==> src/rtl/music_sequencer_if.sv <==
// +--------------------------------------------------------------------+
// | music_sequencer_if                                                 |
// | Control and status bundle for the music sequencer.                 |
// | Rev 1.0 - initial release                                          |
// +--------------------------------------------------------------------+
`timescale 1ns/1ps
`default_nettype none

interface music_sequencer_if;
  logic       start;
  logic       stop;
  logic       loop;
  logic       speaker;
  logic       playing;
  logic       done;
  logic [2:0] note_idx;

  modport master (output start, stop, loop,
                  input  speaker, playing, done, note_idx);
  modport slave  (input  start, stop, loop,
                  output speaker, playing, done, note_idx);
endinterface

`default_nettype wire

==> src/rtl/music_sequencer.sv <==
// +--------------------------------------------------------------------+
// | music_sequencer                                                    |
// | Plays a fixed 8-note song from ROM as a square wave on speaker,    |
// | with a silent gap after every note, optional looping and abort.    |
// | Rev 1.0 - initial release                                          |
// +--------------------------------------------------------------------+
`timescale 1ns/1ps
`default_nettype none

module music_sequencer #(
  parameter int TICK_CYC = 25000000,
  parameter int GAP_CYC  = 2500000,
  parameter int H1       = 191113,
  parameter int H2       = 170265,
  parameter int H3       = 151685,
  parameter int H4       = 143172,
  parameter int H5       = 127551,
  parameter int H6       = 113636,
  parameter int H7       = 101238
) (
  input  wire logic          clk,
  input  wire logic          rst_n,
  music_sequencer_if.slave   bus
);

  // The tick counter is shared between PLAY (beat timing) and GAP.
  localparam int CNT_MAX = (TICK_CYC > GAP_CYC) ? TICK_CYC : GAP_CYC;
  localparam int CNT_W   = (CNT_MAX > 2) ? $clog2(CNT_MAX) : 1;
  localparam logic [CNT_W-1:0] c_tick_last = CNT_W'(TICK_CYC - 1);
  localparam logic [CNT_W-1:0] c_gap_last  = CNT_W'(GAP_CYC - 1);

  typedef enum logic [1:0] {
    S_IDLE = 2'd0,
    S_LOAD = 2'd1,
    S_PLAY = 2'd2,
    S_GAP  = 2'd3
  } state_t;

  state_t           r_state;
  state_t           w_next;
  logic [2:0]       r_note_idx;
  logic [17:0]      r_half;
  logic             r_rest;
  logic [2:0]       r_dur;
  logic [17:0]      r_tone;
  logic [CNT_W-1:0] r_tick;
  logic [2:0]       r_beat;
  logic             r_speaker;
  logic             r_playing;
  logic             r_done;

  logic [2:0]       w_rom_code;
  logic [2:0]       w_rom_dur;
  logic [17:0]      w_rom_half;
  logic             w_tick_wrap;
  logic             w_last_beat;
  logic             w_gap_end;

  // Song ROM and tone-code to half-period lookup.
  always_comb begin
    w_rom_code = 3'd0;
    w_rom_dur  = 3'd1;
    case (r_note_idx)
      3'd0: begin w_rom_code = 3'd1; w_rom_dur = 3'd1; end
      3'd1: begin w_rom_code = 3'd1; w_rom_dur = 3'd1; end
      3'd2: begin w_rom_code = 3'd5; w_rom_dur = 3'd1; end
      3'd3: begin w_rom_code = 3'd5; w_rom_dur = 3'd1; end
      3'd4: begin w_rom_code = 3'd6; w_rom_dur = 3'd1; end
      3'd5: begin w_rom_code = 3'd6; w_rom_dur = 3'd1; end
      3'd6: begin w_rom_code = 3'd5; w_rom_dur = 3'd2; end
      default: begin w_rom_code = 3'd0; w_rom_dur = 3'd1; end
    endcase
    case (w_rom_code)
      3'd1:    w_rom_half = 18'(H1);
      3'd2:    w_rom_half = 18'(H2);
      3'd3:    w_rom_half = 18'(H3);
      3'd4:    w_rom_half = 18'(H4);
      3'd5:    w_rom_half = 18'(H5);
      3'd6:    w_rom_half = 18'(H6);
      3'd7:    w_rom_half = 18'(H7);
      default: w_rom_half = 18'd2;  // rest: value unused, speaker is masked
    endcase
  end

  // Next-state logic; stop overrides everything, including start in IDLE.
  always_comb begin
    w_next      = r_state;
    w_tick_wrap = (r_tick == c_tick_last);
    w_last_beat = w_tick_wrap && ((r_beat + 3'd1) == r_dur);
    w_gap_end   = (r_tick == c_gap_last);
    case (r_state)
      S_IDLE: if (bus.start) w_next = S_LOAD;
      S_LOAD: w_next = S_PLAY;
      S_PLAY: if (w_last_beat) w_next = S_GAP;
      S_GAP: begin
        if (w_gap_end) begin
          if ((r_note_idx == 3'd7) && !bus.loop) w_next = S_IDLE;
          else                                   w_next = S_LOAD;
        end
      end
      default: w_next = S_IDLE;
    endcase
    if (bus.stop) w_next = S_IDLE;
  end

  // State register.
  always_ff @(posedge clk or negedge rst_n) begin
    if (!rst_n) r_state <= S_IDLE;
    else        r_state <= w_next;
  end

  // Note sequencing, tone/beat/gap counters and registered outputs.
  always_ff @(posedge clk or negedge rst_n) begin
    if (!rst_n) begin
      r_note_idx <= 3'd0;
      r_half     <= 18'd0;
      r_rest     <= 1'b0;
      r_dur      <= 3'd0;
      r_tone     <= 18'd0;
      r_tick     <= '0;
      r_beat     <= 3'd0;
      r_speaker  <= 1'b0;
      r_playing  <= 1'b0;
      r_done     <= 1'b0;
    end else begin
      r_done    <= 1'b0;
      r_playing <= (w_next != S_IDLE);
      case (r_state)
        S_IDLE: begin
          r_speaker <= 1'b0;
          if (w_next == S_LOAD) r_note_idx <= 3'd0;
        end
        S_LOAD: begin
          r_half    <= w_rom_half;
          r_rest    <= (w_rom_code == 3'd0);
          r_dur     <= w_rom_dur;
          r_tone    <= 18'd0;
          r_tick    <= '0;
          r_beat    <= 3'd0;
          r_speaker <= 1'b0;
        end
        S_PLAY: begin
          if (w_tick_wrap) begin
            r_tick <= '0;
            r_beat <= r_beat + 3'd1;
          end else begin
            r_tick <= r_tick + CNT_W'(1);
          end
          if (r_tone == (r_half - 18'd1)) begin
            r_tone <= 18'd0;
            if (!r_rest) r_speaker <= ~r_speaker;
          end else begin
            r_tone <= r_tone + 18'd1;
          end
          // Leaving PLAY: silence and restart the counter for the gap.
          if (w_next == S_GAP) begin
            r_speaker <= 1'b0;
            r_tick    <= '0;
          end
        end
        S_GAP: begin
          r_speaker <= 1'b0;
          r_tick    <= r_tick + CNT_W'(1);
          if (w_gap_end) begin
            r_tick <= '0;
            if (r_note_idx == 3'd7) begin
              if (bus.loop) r_note_idx <= 3'd0;
              else          r_done     <= 1'b1;
            end else begin
              r_note_idx <= r_note_idx + 3'd1;
            end
          end
        end
        default: r_speaker <= 1'b0;
      endcase
      if (bus.stop) begin
        r_speaker  <= 1'b0;
        r_note_idx <= 3'd0;
        r_done     <= 1'b0;
      end
    end
  end

  assign bus.speaker  = r_speaker;
  assign bus.playing  = r_playing;
  assign bus.done     = r_done;
  assign bus.note_idx = r_note_idx;

endmodule

`default_nettype wire

==> src/flat_wrapper.sv <==
// flat-port wrapper written by rule: the top's interface ports become plain ports
module music_sequencer_flat 
#(
  parameter int TICK_CYC = 25000000,
  parameter int GAP_CYC  = 2500000,
  parameter int H1       = 191113,
  parameter int H2       = 170265,
  parameter int H3       = 151685,
  parameter int H4       = 143172,
  parameter int H5       = 127551,
  parameter int H6       = 113636,
  parameter int H7       = 101238
)
  (clk, rst_n, bus_start, bus_stop, bus_loop, bus_speaker, bus_playing, bus_done, bus_note_idx);
  music_sequencer_if bus_i ();
  input  wire logic clk;
  input  wire logic rst_n;
  input wire logic [$bits(bus_i.start)-1:0] bus_start;
  input wire logic [$bits(bus_i.stop)-1:0] bus_stop;
  input wire logic [$bits(bus_i.loop)-1:0] bus_loop;
  output wire logic [$bits(bus_i.speaker)-1:0] bus_speaker;
  output wire logic [$bits(bus_i.playing)-1:0] bus_playing;
  output wire logic [$bits(bus_i.done)-1:0] bus_done;
  output wire logic [$bits(bus_i.note_idx)-1:0] bus_note_idx;
  assign bus_i.start = bus_start;
  assign bus_i.stop = bus_stop;
  assign bus_i.loop = bus_loop;
  assign bus_speaker = bus_i.speaker;
  assign bus_playing = bus_i.playing;
  assign bus_done = bus_i.done;
  assign bus_note_idx = bus_i.note_idx;
  music_sequencer #(.TICK_CYC(TICK_CYC), .GAP_CYC(GAP_CYC), .H1(H1), .H2(H2), .H3(H3), .H4(H4), .H5(H5), .H6(H6), .H7(H7)) u_core (.clk(clk), .rst_n(rst_n), .bus(bus_i));
endmodule
==> config.mk <==
export PLATFORM = sky130hd
export DESIGN_NAME = music_sequencer_flat
export DESIGN_NICKNAME = d
export VERILOG_FILES = /design/src/rtl/music_sequencer_if.sv /design/src/rtl/music_sequencer.sv /design/src/flat_wrapper.sv
export SDC_FILE = /design/constraint.sdc
export NUM_CORES = 1
export LEC_CHECK = 0
export CELL_PAD_IN_SITES_DETAIL_PLACEMENT = 1
export CELL_PAD_IN_SITES_GLOBAL_PLACEMENT = 2
export CORE_MARGIN = 2
export CORE_UTILIZATION = 44
export CTS_BUF_LIST = sky130_fd_sc_hd__clkbuf_8
export DETAILED_ROUTE_END_ITERATION = 7
export PLACE_DENSITY = 0.9
export RECOVER_POWER = 25
export SKIP_CTS_REPAIR_TIMING = 1
export SYNTH_ARGS = -nofsm -noshare
export SYNTH_HDL_FRONTEND = slang
export SYNTH_SLANG_ARGS = --single-unit
==> constraint.sdc <==
create_clock -name clk -period 5.9 [get_ports clk]
set_input_delay 0.59 -clock clk [delete_from_list [all_inputs] [get_ports clk]]
set_output_delay 0.59 -clock clk [all_outputs]
set_load 0.05 [all_outputs]
==> results of run 1 <==
## power by group
part | switching (µW) | internal, µW
clock network | 201 | 316
registers | 47.0 | 529
logic | 133 | 79.8
## metrics by stage
step                area, µm²  power (µW)  hold WS, ps
floorplan                4274       740.0        294.4
global placement         4472       792.0        486.2
detailed placement       4472       799.4        507.9
CTS                      4735        1321        395.5
global route             4731        1373        541.4
finish                   4731        1305        520.0
## cell usage after synthesis, drive strengths merged (3+ instances only)
| master | n |
|---|---|
| a211oi | 3 |
| a21oi | 8 |
| a22o | 12 |
| and3 | 15 |
| and4 | 3 |
| buf | 3 |
| clkbuf | 9 |
| dfrtp | 73 |
| ha | 13 |
| inv | 22 |
| mux2 | 3 |
| nand2 | 36 |
| nand2b | 7 |
| nand3 | 19 |
| nand4 | 6 |
| nor2 | 47 |
| nor2b | 13 |
| nor3 | 14 |
| nor4 | 4 |
| nor4b | 3 |
| nor4bb | 3 |
| o21a | 7 |
| o21ai | 30 |
| o22ai | 3 |
| o311ai | 4 |
| or2 | 3 |
| or3 | 5 |
| or3b | 5 |
| or4 | 5 |
| xnor2 | 29 |
| xor2 | 21 |
## logic make-up (layout without fill, tap and decap cells)
logic type	after synthesis	in the layout	synth area share, %
buf+inv	34	48	3.366
mux	5	5	1.259
simple gates	199	199	25.06
compound gates	84	84	13.52
fa+ha+maj	13	13	3.806
flops	73	73	42.74
xor+xnor	50	50	10.25
## routing by layer
layer / routed length (µm) / track usage [%] / up-vias
met3: 220 / 4.475 / 7
li1: - / - / 1648
met5: 0 / 0 / -
met1: 4725 / 27.83 / 1668
met4: 75 / 5.436 / 0
met2: 4998 / 36.60 / 24
## worst max-delay path by stage
stage,slack [ps],start,depth (start not counted),endpoint
4_1_cts,2040,u_core.r_half[0]$_DFFE_PN0P_,9,u_core.r_tone[6]$_DFFE_PN0P_
3_3_place_gp,2160,u_core.r_half[0]$_DFFE_PN0P_,9,u_core.r_tone[6]$_DFFE_PN0P_
5_1_grt,1310,rst_n,1,u_core.r_tick[7]$_DFFE_PN0P_
3_5_place_dp,2060,u_core.r_half[0]$_DFFE_PN0P_,9,u_core.r_tone[6]$_DFFE_PN0P_
2_1_floorplan,2540,u_core.r_half[0]$_DFFE_PN0P_,10,u_core.r_tone[10]$_DFFE_PN0P_
6_report,2030,u_core.r_half[0]$_DFFE_PN0P_,9,u_core.r_tone[6]$_DFFE_PN0P_
## critical path: stages (launching register included)
cell	delay, ps
dfrtp_1	440
inv_1	100
ha_1	230
or4b_4	510
or4_1	520
o41a_1	410
or4_4	550
o21ai_4	410
nor2_1	300
a22o_1	280
## area by class of cell
type / count / area, µm² / share of cell area, %
clock inverter: 4 / 97.59 / 2.063
sequential: 73 / 1827 / 38.61
timing repair buffer: 10 / 93.84 / 1.984
multi-input combinational: 351 / 2303 / 48.69
inverter: 22 / 82.58 / 1.746
tap: 129 / 161.4 / 3.412
clock buffer: 12 / 165.2 / 3.491
## flip-flops by register name, indices dropped and copies added, names as in the netlist, 2 cells and up
register,cells
u_core.r_half,16
u_core.r_dur,2
u_core.r_tick,25
u_core.bus.note_idx,3
u_core.r_beat,3
u_core.r_tone,18
u_core.r_state,2
==> flow_summary_export.csv, run 1 <==
group,metric,value,unit
timing,fin_crit,3868,ps
timing,rsz0062_at_grt,"false",
yosys,synth-seq-cells,73,
clock_tree,clk_latency,360,ps
worst_setup_path,r2r_cells,9,
yosys,synth_fp_nets,476,
die,die_area,0.01052,mm²
flow_run,cap_violations,1,
route,drtAntennaViolNets,0,
global_routing,grt_pass1_wl,17.56,mm
cells_and_area,area_growth,10.69,%
route,routed_wl,10.02,mm
global_routing,grt_pass1_vias,3577,
route,vias,3347,
clock_tree,root_buffer,"clkbuf_8",
timing,setup_viol_count_final,0,
route,drt_first_pass_iters,4,
die,fp.dieW,102.6,µm
timing,setup_tns,0,ps
die,rows,35,
min_path,min_to,"u_core.r_dur[0]$_DFFE_PN0P_",
die,coreArea,0.009328,mm²
cells_and_area,antenna_cells,0,
worst_setup_path,r2r_start,"u_core.r_half[0]$_DFFE_PN0P_",
min_path,min_delay_path_depth,1,
min_path,hold_start,"u_core.r_dur[0]$_DFFE_PN0P_",
global_routing,overflow,0,
placed_design,place_ws,2061,ps
clock_tree,numCtsBuffers,9,
timing,slew_violations,74,
yosys,async_reset_ff_share,100.0,%
yosys,yosysTopAreaCellShare,42.74,%
worst_setup_path,crit_fanout,19,
route,drc_errors,0,
worst_setup_path,r2r_slack,2030,ps
timing,fmax,258.6,MHz
worst_setup_path,path_class,"reg2reg",
clock_tree,clock-sinks,73,
yosys,syn_area,0.004274,mm²
run_status,violations,"max-capacitance violations, max-slew violations",
worst_setup_path,endpoint_kind,"flop",
placed_design,place.gp.congestion,0.8782,
clock_tree,path_clk_slew,90,ps
clock_tree,cts_tree,"yes",
yosys,ys.flop_type,"dfrtp_1",
yosys,synth_top_cell_by_area,"dfrtp_1",
yosys,synth_area_leaders,"dfrtp_1 43%, xnor2_1 5.9%, xor2_1 4.3%, nor2_1 4.1%, ha_1 3.8%",
placed_design,dpl.cell_count,585,
yosys,synth_warnings,0,
timing,fin_crit_sh,65.55,%
yosys,synth_edf_count,0,
run_status,outcome,"complete, but fails checks",
placed_design,port_buffers,10,
global_routing,antenna_found_initial,0,
cells_and_area,nets,485,
pwr,p_leak,0.001966,µW
worst_setup_path,worst_r2r_endpoint,"u_core.r_tone[6]$_DFFE_PN0P_",
die,die_h,102.6,µm
pwr,vdd_ir_drop_max,129.3,µV
route,drt_iter0_drc,134,
yosys,syn_area_per_cell,9.332,µm²
timing,worstMarginPinSlew,3938,ps
min_path,min_path_type,"reg2reg",
clock_tree,cts-htree-levels,3,
cells_and_area,instances_no_fill,601,
cells_and_area,utilization,50.72,%
worst_setup_path,critPathRequiredTime,6140,ps
route,wire_per_inst,16.67,µm
route,via_per_inst,5.569,
yosys,ys_seq_area_share,42.74,%
die,io_pins,11,
timing,setup_ws,2032,ps
worst_setup_path,critPathArrivalTime,4110,ps
yosys,netlist_instances,458,
clock_tree,clockBufferDepth,2,
die,start_util,45.82,%
cells_and_area,layout-drive-gt1-share,6.356,%
cells_and_area,final_common_cell,"dfrtp_1",
yosys,synth_cell_type_count,57,
global_routing,grt_max_degree,74,
timing,slew_headroom,-162.6,%
global_routing,grt_use_total,21.41,%
cells_and_area,layout_common_cells,"73 x dfrtp_1, 47 x nor2_1, 36 x nand2_1",
timing,hold_violations,0,
placed_design,hpwl,7.118,mm
worst_setup_path,start_kind,"flop",
pwr,power_density,276.0,mW/mm²
cells_and_area,n_fill_cell,1095,
timing,clock_skew,14.25,ps
Power figures use the tool's default switching activity.
==> run 2: changes to the inputs <==
- CORE_UTILIZATION: 44 -> 41
- PLACE_DENSITY: 0.9 -> 0.85
- clock period: 5.9 -> 3.7 ns (I/O delays scaled with it)
==> run 2 against run 1 <==
  * The run still ends with max-capacitance violations, max-slew violations left
  * Critical endpoint is now u_core.r_tone[9]$_DFFE_PN0P_
  * Register-to-register slack lost 1900 ps
  * Routed wire length grew 2.9%
  * Critical path type unchanged
  * Worst setup slack got worse by 1900 ps
  * First-iteration DRC count is 30% lower
  * Largest power group unchanged
  * Via count increased by 0.84%
  * Clock skew decreased by 3.1 ps
  * Die area is 7.0% higher
==> flow_summary_export.csv, run 2 (same netlist as run 1, synthesis figures left out) <==
group,metric,value,unit
run_status,outcome,"complete, but fails checks",
run_status,violations,"max-capacitance violations, max-slew violations",
global_routing,antenna_found_initial,0,
die,die_h,106.1,µm
route,routed_wl,10.31,mm
timing,worstMarginPinSlew,1834,ps
pwr,vdd_ir_drop_max,224.3,µV
cells_and_area,multi_input_area,0.002308,mm²
cells_and_area,layout_common_cells,"73 x dfrtp_1, 47 x nor2_1, 36 x nand2_1",
clock_tree,root_buffer,"clkbuf_8",
min_path,min_path_type,"in2async",
clock_tree,cts_tree,"yes",
die,rows,37,
cells_and_area,antenna_cells,0,
route,via_per_inst,5.470,
die,start_util,41.78,%
cells_and_area,layout-drive-gt1-share,8.524,%
timing,fin_crit,3528,ps
die,coreArea,0.01023,mm²
cells_and_area,top_regs,"u_core.r_tick: 25 flops, u_core.r_tone: 18 flops, u_core.r_half: 16 flops",
cells_and_area,final_common_cell,"dfrtp_1",
timing,slew_headroom,-22.25,%
placed_design,place_ws,45.23,ps
clock_tree,numCtsBuffers,9,
global_routing,grt_max_degree,74,
route,vias,3375,
clock_tree,path_clk_slew,80,ps
timing,clock_skew,11.15,ps
timing,fin_crit_sh,95.36,%
timing,holdWs,513.3,ps
global_routing,grt_use_total,19.91,%
timing,slew_violations,74,
cells_and_area,utilization,46.90,%
worst_setup_path,crit_fanout,18,
route,drt_first_pass_iters,5,
placed_design,place.gp.congestion,0.7689,
timing,setup_ws,171.8,ps
global_routing,overflow,0,
placed_design,hpwl,7.366,mm
die,die_area,0.01126,mm²
placed_design,port_buffers,10,
route,drc_errors,0,
flow_run,cap_violations,1,
clock_tree,clk_latency,350,ps
cells_and_area,seq_area,0.001827,mm²
worst_setup_path,endpoint_kind,"flop",
route,drt_iter0_drc,94,
pwr,power_density,427.9,mW/mm²
worst_setup_path,path_class,"reg2reg",
global_routing,grt_pass1_wl,17.85,mm
clock_tree,clockBufferDepth,2,
route,wire_per_inst,16.70,µm
timing,hold_violations,0,
worst_setup_path,critPathArrivalTime,3760,ps
cells_and_area,top_register,"u_core.r_tick",
worst_setup_path,critPathRequiredTime,3930,ps
route,drtAntennaViolNets,0,
pwr,fin_total_pwr,2053,µW
cells_and_area,nets,494,
cells_and_area,area_growth,12.27,%
global_routing,grt_pass1_vias,3562,
pwr,p_leak,0.002007,µW
timing,setup_viol_count_final,0,
cells_and_area,largest_register_ffs,25,
die,fp.dieW,106.1,µm
timing,rsz0062_at_grt,"false",
worst_setup_path,start_kind,"flop",
timing,setup_tns,0,ps
cells_and_area,n_fill_cell,1181,
clock_tree,clock-sinks,73,
die,io_pins,11,
timing,fmax,283.4,MHz
clock_tree,cts-htree-levels,3,
-- run 2: report_power, final --
part	internal, µW	switching (µW)
Sequential	843	65.9
Clock	463	312
Combinational	143	226
Total	1450	604
-- run 2: routing by layer --
metal / vias up / track usage [%] / share of wire [%]
met5: - / 0 / 0
met2: 16 / 35.39 / 51
li1: 1652 / - / -
met3: 8 / 4.231 / 1.8
met4: 0 / 4.887 / 0.98
met1: 1699 / 24.59 / 46
-- run 2: layout make-up --
cell class / instances / share of cell area [%]
Clock buffer: 10 / 2.868
Clock inverter: 6 / 2.216
Inverter: 22 / 1.721
Multi-Input combinational cell: 351 / 48.11
Sequential cell: 73 / 38.07
Tap cell: 136 / 3.546
Timing Repair Buffer: 19 / 3.468
-- run 2: final timing paths --
| path | startpoint | to | slack (ps) | cells after the start |
|---|---|---|---|---|
| worst max-delay path | u_core.r_half[1]$_DFFE_PN0P_ | u_core.r_tone[9]$_DFFE_PN0P_ | 170 | 10 |
| worst min-delay path | rst_n | u_core.r_half[2]$_DFFE_PN0P_ | 510 | 1 |
| worst max register to register | u_core.r_half[1]$_DFFE_PN0P_ | u_core.r_tone[9]$_DFFE_PN0P_ | 170 | 10 |
| worst min register to register | u_core.r_tick[1]$_DFFE_PN0P_ | u_core.r_tick[1]$_DFFE_PN0P_ | 520 | 2 |
| max in group asynchronous | rst_n | u_core.r_tone[13]$_DFFE_PN0P_ | 2100 | 1 |
| min in group clk | u_core.r_tick[1]$_DFFE_PN0P_ | u_core.r_tick[1]$_DFFE_PN0P_ | 520 | 2 |
-- run 2: stage by stage --
step                instances  cell area (µm²)
finish                    617             4798
global route              617             4798
CTS                       617             4792
detailed placement        601             4548
global placement          601             4548
floorplan                 458             4274
-- run 2: critical path, cell delays in order, from the launching register on --
cell     delay (ps)
dfrtp_1         410
inv_1            90
ha_2            220
or4b_4          500
or4_1           520
o41a_1          400
or4_4           550
o21ai_4         150
buf_6           200
o21ai_1         100
a22o_1          260
==> run 3: changes to the inputs <==
- HOLD_SLACK_MARGIN: default -> 0.08
- clock period: 3.7 -> 4.05 ns (I/O delays scaled with it)
==> run 3 against run 2 <==
  * The flow still finishes with violations (max-capacitance violations, max-slew violations)
  * Sequential power is 7.7% lower
  * Via count is 0.77% higher
  * Clock skew is 0.95 ps lower
  * Die area stayed put
  * First-iteration DRC count is 30% higher
  * Worst hold slack better by 5.0 ps
  * Non-clock buffer count is 4 lower
  * Largest cell class unchanged
==> flow_summary_export.csv, run 3 (same netlist as run 1, synthesis figures left out) <==
group,metric,value,unit
route,via_per_inst,5.548,
worst_setup_path,path_buf_inv,2,
clock_tree,path_clk_slew,80,ps
placed_design,port_buffers,10,
timing,setup_tns,0,ps
cells_and_area,layout_common_cells,"73 x dfrtp_1, 47 x nor2_1, 36 x nand2_1",
worst_setup_path,path_class,"reg2reg",
flow_run,cap_violations,1,
run_status,outcome,"complete, but fails checks",
placed_design,place.gp.congestion,0.8023,
placed_design,postPlaceCellArea,0.004518,mm²
worst_setup_path,max_stage_delay,560,ps
run_status,violations,"max-capacitance violations, max-slew violations",
clock_tree,root_buffer,"clkbuf_8",
worst_setup_path,critPathArrivalTime,3990,ps
global_routing,grt_pass1_wl,18.17,mm
global_routing,grt_use_total,20.36,%
pwr,power_density,359.3,mW/mm²
global_routing,grt_max_degree,74,
worst_setup_path,path_cells,"inv_1 -> ha_1 -> or4b_4 -> or4_1 -> o41a_1 -> or4_4 -> o21ai_4 -> buf_4 -> o21ai_0 -> a22o_1",
global_routing,grt_pass1_vias,3681,
die,coreArea,0.01023,mm²
route,drc_errors,0,
global_routing,antenna_found_initial,0,
die,io_pins,11,
timing,fmax,266.9,MHz
clock_tree,clockBufferDepth,2,
route,vias,3401,
die,die_area,0.01126,mm²
cells_and_area,nets,490,
timing,slew_violations,74,
cells_and_area,final_common_cell,"dfrtp_1",
clock_tree,clk_latency,350,ps
die,die_h,106.1,µm
clock_tree,clock-sinks,73,
cells_and_area,layout-drive-gt1-share,7.128,%
cells_and_area,top_regs,"u_core.r_tick: 25 flops, u_core.r_tone: 18 flops, u_core.r_half: 16 flops",
worst_setup_path,critPathRequiredTime,4290,ps
worst_setup_path,worst_path_max_delay_cell,"or4_4",
worst_setup_path,endpoint_kind,"flop",
die,rows,37,
placed_design,hpwl,7.614,mm
clock_tree,numCtsBuffers,9,
cells_and_area,area_growth,9.719,%
die,fp.dieW,106.1,µm
cells_and_area,largest_register_ffs,25,
timing,setup_viol_count_final,0,
worst_setup_path,crit_fanout,12,
cells_and_area,n_fill_cell,1194,
route,drt_iter0_drc,122,
worst_setup_path,crit_family,"simple AND/OR/NAND/NOR gates",
placed_design,place_ws,315.1,ps
min_path,min_path_type,"reg2reg",
timing,fin_crit,3746,ps
pwr,vdd_ir_drop_max,203.4,µV
cells_and_area,top_register,"u_core.r_tick",
timing,rsz0062_at_grt,"false",
timing,setup_ws,303.5,ps
global_routing,overflow,0,
worst_setup_path,start_kind,"flop",
timing,clock_skew,10.20,ps
route,drt_first_pass_iters,4,
route,drtAntennaViolNets,0,
timing,hold_violations,0,
pwr,p_leak,0.001965,µW
timing,slew_headroom,-27.69,%
route,wire_per_inst,17.33,µm
clock_tree,cts_tree,"yes",
clock_tree,cts-htree-levels,3,
timing,fin_crit_sh,92.51,%
timing,worstMarginPinSlew,1915,ps
route,routed_wl,10.63,mm
cells_and_area,fin_area,0.004690,mm²
die,start_util,41.78,%
cells_and_area,antenna_cells,0,
cells_and_area,utilization,45.84,%
run 3: changes by cell type in the layout (fill, tap and decap cells not counted), sizes merged:
cell,change
buf,-4
bufinv,-3
clkbuf,+1
clkinv,+2
clkinvlp,-1
inv,+1
run 3: final timing paths:
check,depth (start not counted),startpoint,to,slack (ps)
max,10,u_core.r_half[0]$_DFFE_PN0P_,u_core.r_tone[7]$_DFFE_PN0P_,300
max in group asynchronous,1,rst_n,u_core.r_tick[16]$_DFFE_PN0P_,2320
min reg2reg,2,u_core.r_tick[1]$_DFFE_PN0P_,u_core.r_tick[1]$_DFFE_PN0P_,520
min,2,u_core.r_tick[1]$_DFFE_PN0P_,u_core.r_tick[1]$_DFFE_PN0P_,520
min in group asynchronous,1,rst_n,u_core.r_half[2]$_DFFE_PN0P_,570
max reg2reg,10,u_core.r_half[0]$_DFFE_PN0P_,u_core.r_tone[7]$_DFFE_PN0P_,300
run 3: routing by layer:
layer,wire [µm],GRT usage (%),up-vias,share of wire [%]
met5,0,0,-,0
met4,178,6.579,0,1.7
met3,127,3.311,15,1.2
met2,5416,35.67,17,51
met1,4902,25.58,1727,46
li1,-,-,1642,-
run 3: per-stage QoR:
step	std cells	hold WS, ps	total power, µW
finish	613	518.3	1685
global route	613	572.8	1777
CTS	613	244.6	1706
detailed placement	597	505.2	1180
global placement	597	486.4	1164
floorplan	458	109.4	1078
run 3: final cells by class:
type,instances,area [µm²],share of cell area (%)
Timing Repair Buffer,15,132.6,2.828
Clock buffer,11,151.4,3.228
Sequential cell,73,1827,38.95
Inverter,22,82.58,1.761
Tap cell,136,170.2,3.629
Clock inverter,5,22.52,0.4803
Multi-Input combinational cell,351,2303,49.12
run 3: worst register-to-register path: stages (launching register included):
cell,delay [ps]
dfrtp_1,440
inv_1,100
ha_1,240
or4b_4,510
or4_1,510
o41a_1,410
or4_4,560
o21ai_4,290
buf_4,220
o21ai_0,100
a22o_1,260
run 3: power by group:
group	leakage, µW	total (µW)	internal, µW	switching, µW
clock network	0.000101	524	249	275
logic	0.000901	321	123	198
registers	0.000963	839	770	69.2
total	0.00196	1680	1140	542
